[src/rtl/slice_sub.sv]
`default_nettype none
// ============================================================================
// Module   : slice_sub
// Brief    : Serial subtractor, a - b - bin, one SLICE-bit slice per clock,
//            with a registered borrow rippling LSB slice to MSB slice.
// Revision : 1.0 - initial release
// ============================================================================
module slice_sub #(
    parameter int WIDTH = 16,
    parameter int SLICE = 4
) (
    input  logic             clk,
    input  logic             rst,
    input  logic             in_valid,
    output logic             in_ready,
    input  logic [WIDTH-1:0] a,
    input  logic [WIDTH-1:0] b,
    input  logic             bin,
    output logic             out_valid,
    input  logic             out_ready,
    output logic [WIDTH-1:0] diff,
    output logic             bout,
    output logic             overflow
);

    localparam int N  = WIDTH / SLICE;
    localparam int IW = (N > 1) ? $clog2(N) : 1;
    localparam logic [IW-1:0] c_last_idx = IW'(N - 1);

    typedef enum logic [1:0] {
        IDLE = 2'd0,
        BUSY = 2'd1,
        DONE = 2'd2
    } state_t;

    state_t           r_state;
    logic [IW-1:0]    r_idx;
    logic             r_borrow;
    logic [WIDTH-1:0] r_a;
    logic [WIDTH-1:0] r_b;

    logic [SLICE-1:0] w_a_k;
    logic [SLICE-1:0] w_b_k;
    logic [SLICE:0]   w_sub;

    // One extra bit on the slice difference captures the borrow out.
    always_comb begin
        w_a_k = r_a[int'(r_idx)*SLICE +: SLICE];
        w_b_k = r_b[int'(r_idx)*SLICE +: SLICE];
        w_sub = {1'b0, w_a_k} - {1'b0, w_b_k} - {{SLICE{1'b0}}, r_borrow};
    end

    always_ff @(posedge clk or negedge rst) begin
        if (!rst) begin
            r_state   <= IDLE;
            r_idx     <= '0;
            r_borrow  <= 1'b0;
            r_a       <= '0;
            r_b       <= '0;
            diff      <= '0;
            bout      <= 1'b0;
            overflow  <= 1'b0;
            out_valid <= 1'b0;
            in_ready  <= 1'b1;
        end else begin
            case (r_state)
                IDLE: begin
                    if (in_valid) begin
                        r_a      <= a;
                        r_b      <= b;
                        r_borrow <= bin;
                        r_idx    <= '0;
                        in_ready <= 1'b0;
                        r_state  <= BUSY;
                    end
                end
                BUSY: begin
                    diff[int'(r_idx)*SLICE +: SLICE] <= w_sub[SLICE-1:0];
                    r_borrow <= w_sub[SLICE];
                    r_idx    <= r_idx + IW'(1);
                    // The top slice supplies the result sign used for overflow.
                    if (r_idx == c_last_idx) begin
                        bout      <= w_sub[SLICE];
                        overflow  <= (r_a[WIDTH-1] ^ r_b[WIDTH-1]) &
                                     (w_sub[SLICE-1] ^ r_a[WIDTH-1]);
                        out_valid <= 1'b1;
                        r_state   <= DONE;
                    end
                end
                DONE: begin
                    if (out_ready) begin
                        out_valid <= 1'b0;
                        in_ready  <= 1'b1;
                        r_state   <= IDLE;
                    end
                end
                default: begin
                    out_valid <= 1'b0;
                    in_ready  <= 1'b1;
                    r_state   <= IDLE;
                end
            endcase
        end
    end

endmodule
`default_nettype wire

[config.mk]
export PLATFORM = sky130hd
export DESIGN_NAME = slice_sub
export DESIGN_NICKNAME = d
export VERILOG_FILES = /design/src/rtl/slice_sub.sv
export SDC_FILE = /design/constraint.sdc
export NUM_CORES = 1
export LEC_CHECK = 0
export ABC_CLOCK_PERIOD_IN_PS = 3450
export CELL_PAD_IN_SITES_DETAIL_PLACEMENT = 1
export CELL_PAD_IN_SITES_GLOBAL_PLACEMENT = 2
export CORE_MARGIN = 2
export CORE_UTILIZATION = 34
export DETAILED_ROUTE_END_ITERATION = 6
export PLACE_DENSITY = 0.9
export SLEW_MARGIN = 20
export SYNTH_ARGS = -nofsm -noshare
export SYNTH_HDL_FRONTEND = slang
export SYNTH_SLANG_ARGS = --single-unit
export TNS_END_PERCENT = 50
[constraint.sdc]
create_clock -name clk -period 3.45 [get_ports clk]
set_input_delay 0.69 -clock clk [delete_from_list [all_inputs] [get_ports clk]]
set_output_delay 0.69 -clock clk [all_outputs]
set_load 0.02 [all_outputs]
==> impl_metrics.ini <==
[power]
powerDensity_mw_per_mm2 = 1130
p_clk_frac = 0.187
p_leak_uw = 0.00151
seq_power_share = 0.293
power.net_switching_uw = 1590
combPwrFrac = 0.521
power.internal_uw = 2460
switching_share = 0.392
vdd_drop_max_uv = 615

[synthesis]
synth.distinct_cells = 31
synth_edf_count = 0
syn_nets = 254
syn_area_mm2 = 0.00265
syn_inst = 205
yosysSeqAreaShare = 0.539
yosys_warnings = 0
synth-seq-cells = 57
async_flop_share = 1.00
synthFlopType = dfrtp_1
syn_area_per_cell_um2 = 12.9

[grt]
grt_use_total = 0.154
grtUsageMet1 = 0.187
grt_pass1_wl_mm = 9.89
grt_pass1_vias = 1978
grt_remaining_overflow = 0
grtUsageMet2 = 0.256
use_met3 = 0.0411
grt.busiest_layer = met2
grt_max_degree = 38
antenna_found_initial = 0

[clock_network]
clkTransAtPathRegs_ns = 0.07
cts_resized = 0
cts_sinks = 57
cts_tree = built
numCtsBuffers = 9
cts_hold_buf = 0
cts-htree-levels = 3
cts_setup_buffers = 0
clockBufferDepth = 2
root_buffer = clkbuf_8
insertion_delay_ns = 0.35

[sta]
setup_tns_ns = 0
worstMarginPinSlew_ns = 0.502
finClkSkew_ns = 0.0102
setup_violations = 0
slew_violations = 0
rsz0062_at_grt = false
slew_headroom = 0.665
fin_crit_ns = 2.80
hold_violations = 0
fmax_mhz = 357
finalCritPeriodShare = 0.811

[final_layout]
fillers = 788
layout_common_cells = 56 x dfrtp_1, 55 x clkdlybuf4s50_1, 32 x mux2_2
final_nets = 318
multi_input_area_mm2 = 0.00114
finish.utilization = 0.467
final_common_cell = dfrtp_1
layout-drive-gt1-share = 0.223
area_growth_pct = 34.9
finalInstanceArea_mm2 = 0.00357
diodes = 0
regArea_mm2 = 0.00143

[placement]
place_area_mm2 = 0.00334
dp_hpwl_mm = 4.29
numPortBuffers = 56
gp_congestion = 0.744

[route]
drc = 0
vias_per_cell = 4.84
wl_per_cell_um = 15.5
drt_iter0_markers = 59
dr.pass1.iters = 4
drtAntennaViolNets = 0
num_vias = 1819
wl_mm = 5.83

[critical_path]
reg2reg_depth = 9
required_ns = 3.73
crit_start = r_idx[0]
path_cells = buf_4, mux4_2, ha_1, inv_1, ha_1, xnor2_1, buf_4, or4b_1, nand3_1
crit_arrival_ns = 3.08
critPathMaxFanout = 16
endpoint_kind = register
r2r-end = overflow
r2r_slack_ns = 0.65
timing.rr.start = r_idx[0]
worstSetupStartpointType = register
endpoint = overflow
cp_slowest_stage_delay_ns = 0.54
path_class = reg -> reg
cpMaxStageDelayCell = mux4_2

[die]
die_h_um = 92.2
io_pins = 57
rows = 32
die_area_mm2 = 0.00851
core-area_mm2 = 0.00765
floorplan.initialDensity = 0.346
die_x_um = 92.2

[flow_run]
drv_cap = 0

[outcome]
outcome = complete, no violations

[hold_path]
hold_class = in -> async
cell usage after synthesis (2+ instances only):
library cell,number,share of area
mux2_2,32,0.14
xnor2_1,2,0.0066
nand3_1,2,0.0038
clkbuf_1,6,0.0085
mux4_1,2,0.020
or3_1,2,0.0047
a21oi_1,4,0.0076
o21ai_0,5,0.0095
dfrtp_1,56,0.53
mux4_2,6,0.051
o31ai_1,10,0.028
a22o_1,5,0.017
ha_1,10,0.047
inv_1,12,0.017
nand2_1,26,0.037
nor3b_1,2,0.0057
nor2_1,7,0.0099
nor2b_1,2,0.0047
fa_1,2,0.015
kinds of logic after synthesis:
| logic type | Yosys count | synth area share |
|---|---|---|
| adder cells (fa/ha/maj) | 12 | 0.0624 |
| multiplexers | 40 | 0.207 |
| flip-flops | 57 | 0.539 |
| AO/OA/AOI/OAI | 29 | 0.0761 |
| buffers and inverters | 20 | 0.0312 |
| XOR/XNOR | 3 | 0.00993 |
| AND/OR/NAND/NOR | 44 | 0.0742 |
routing by layer:
metal / vias up / routed length [um]
met5: - / 0
met4: 0 / 108
met3: 11 / 277
met2: 46 / 2910
met1: 910 / 2540
li1: 852 / -
metrics by stage:
step / hold slack (ns) / cells / setup slack (ns) / power [uW]
5_1_grt: 0.329 / 376 / 0.511 / 4360
3_5_place_dp: 0.474 / 360 / 0.633 / 3340
3_3_place_gp: 0.467 / 360 / 0.749 / 3240
6_report: 0.298 / 376 / 0.651 / 4040
2_1_floorplan: 0.394 / 205 / 0.393 / 2540
4_1_cts: 0.304 / 376 / 0.627 / 4110
sequential cells by signal, indices dropped and copies added, names as in the netlist:
signal	count
r_a	16
out_valid	1
in_ready	1
overflow	1
diff	16
r_state	2
bout	1
r_idx	2
r_borrow	1
r_b	16
final cells by class:
class,instances,area share
clock buffers,11,0.0368
well taps,102,0.0357
multi-input cells,128,0.320
flip-flops and latches,57,0.400
inverters,12,0.0126
repair buffers,61,0.166
clock inverters,5,0.0291
how the worst min path moves through the flow:
stage               depth (start not counted)       end  slack, ns
floorplan                                   0      bout       0.39
global placement                            2   diff[9]       0.47
detailed placement                          2  diff[10]       0.47
CTS                                         1   r_a[10]       0.30
global route                                1   r_a[10]       0.33
finish                                      1   r_a[10]       0.30
critical path: cells and delay by family (launching register included):
kind,cells,cell delay (ns)
flops,1,0.38
mux,1,0.54
simple gates,2,0.58
buf+inv,3,0.47
fa+ha+maj,2,0.61
xor+xnor,1,0.13
power by group through the flow:
stage,clock [uW],sequential (uW),combinational (uW)
5_1_grt,796,1230,2340
3_3_place_gp,0,1180,2050
2_1_floorplan,0,1200,1340
6_report,755,1180,2100
3_5_place_dp,0,1200,2130
4_1_cts,775,1190,2140
No activity file was read; power rests on OpenSTA's default activity.
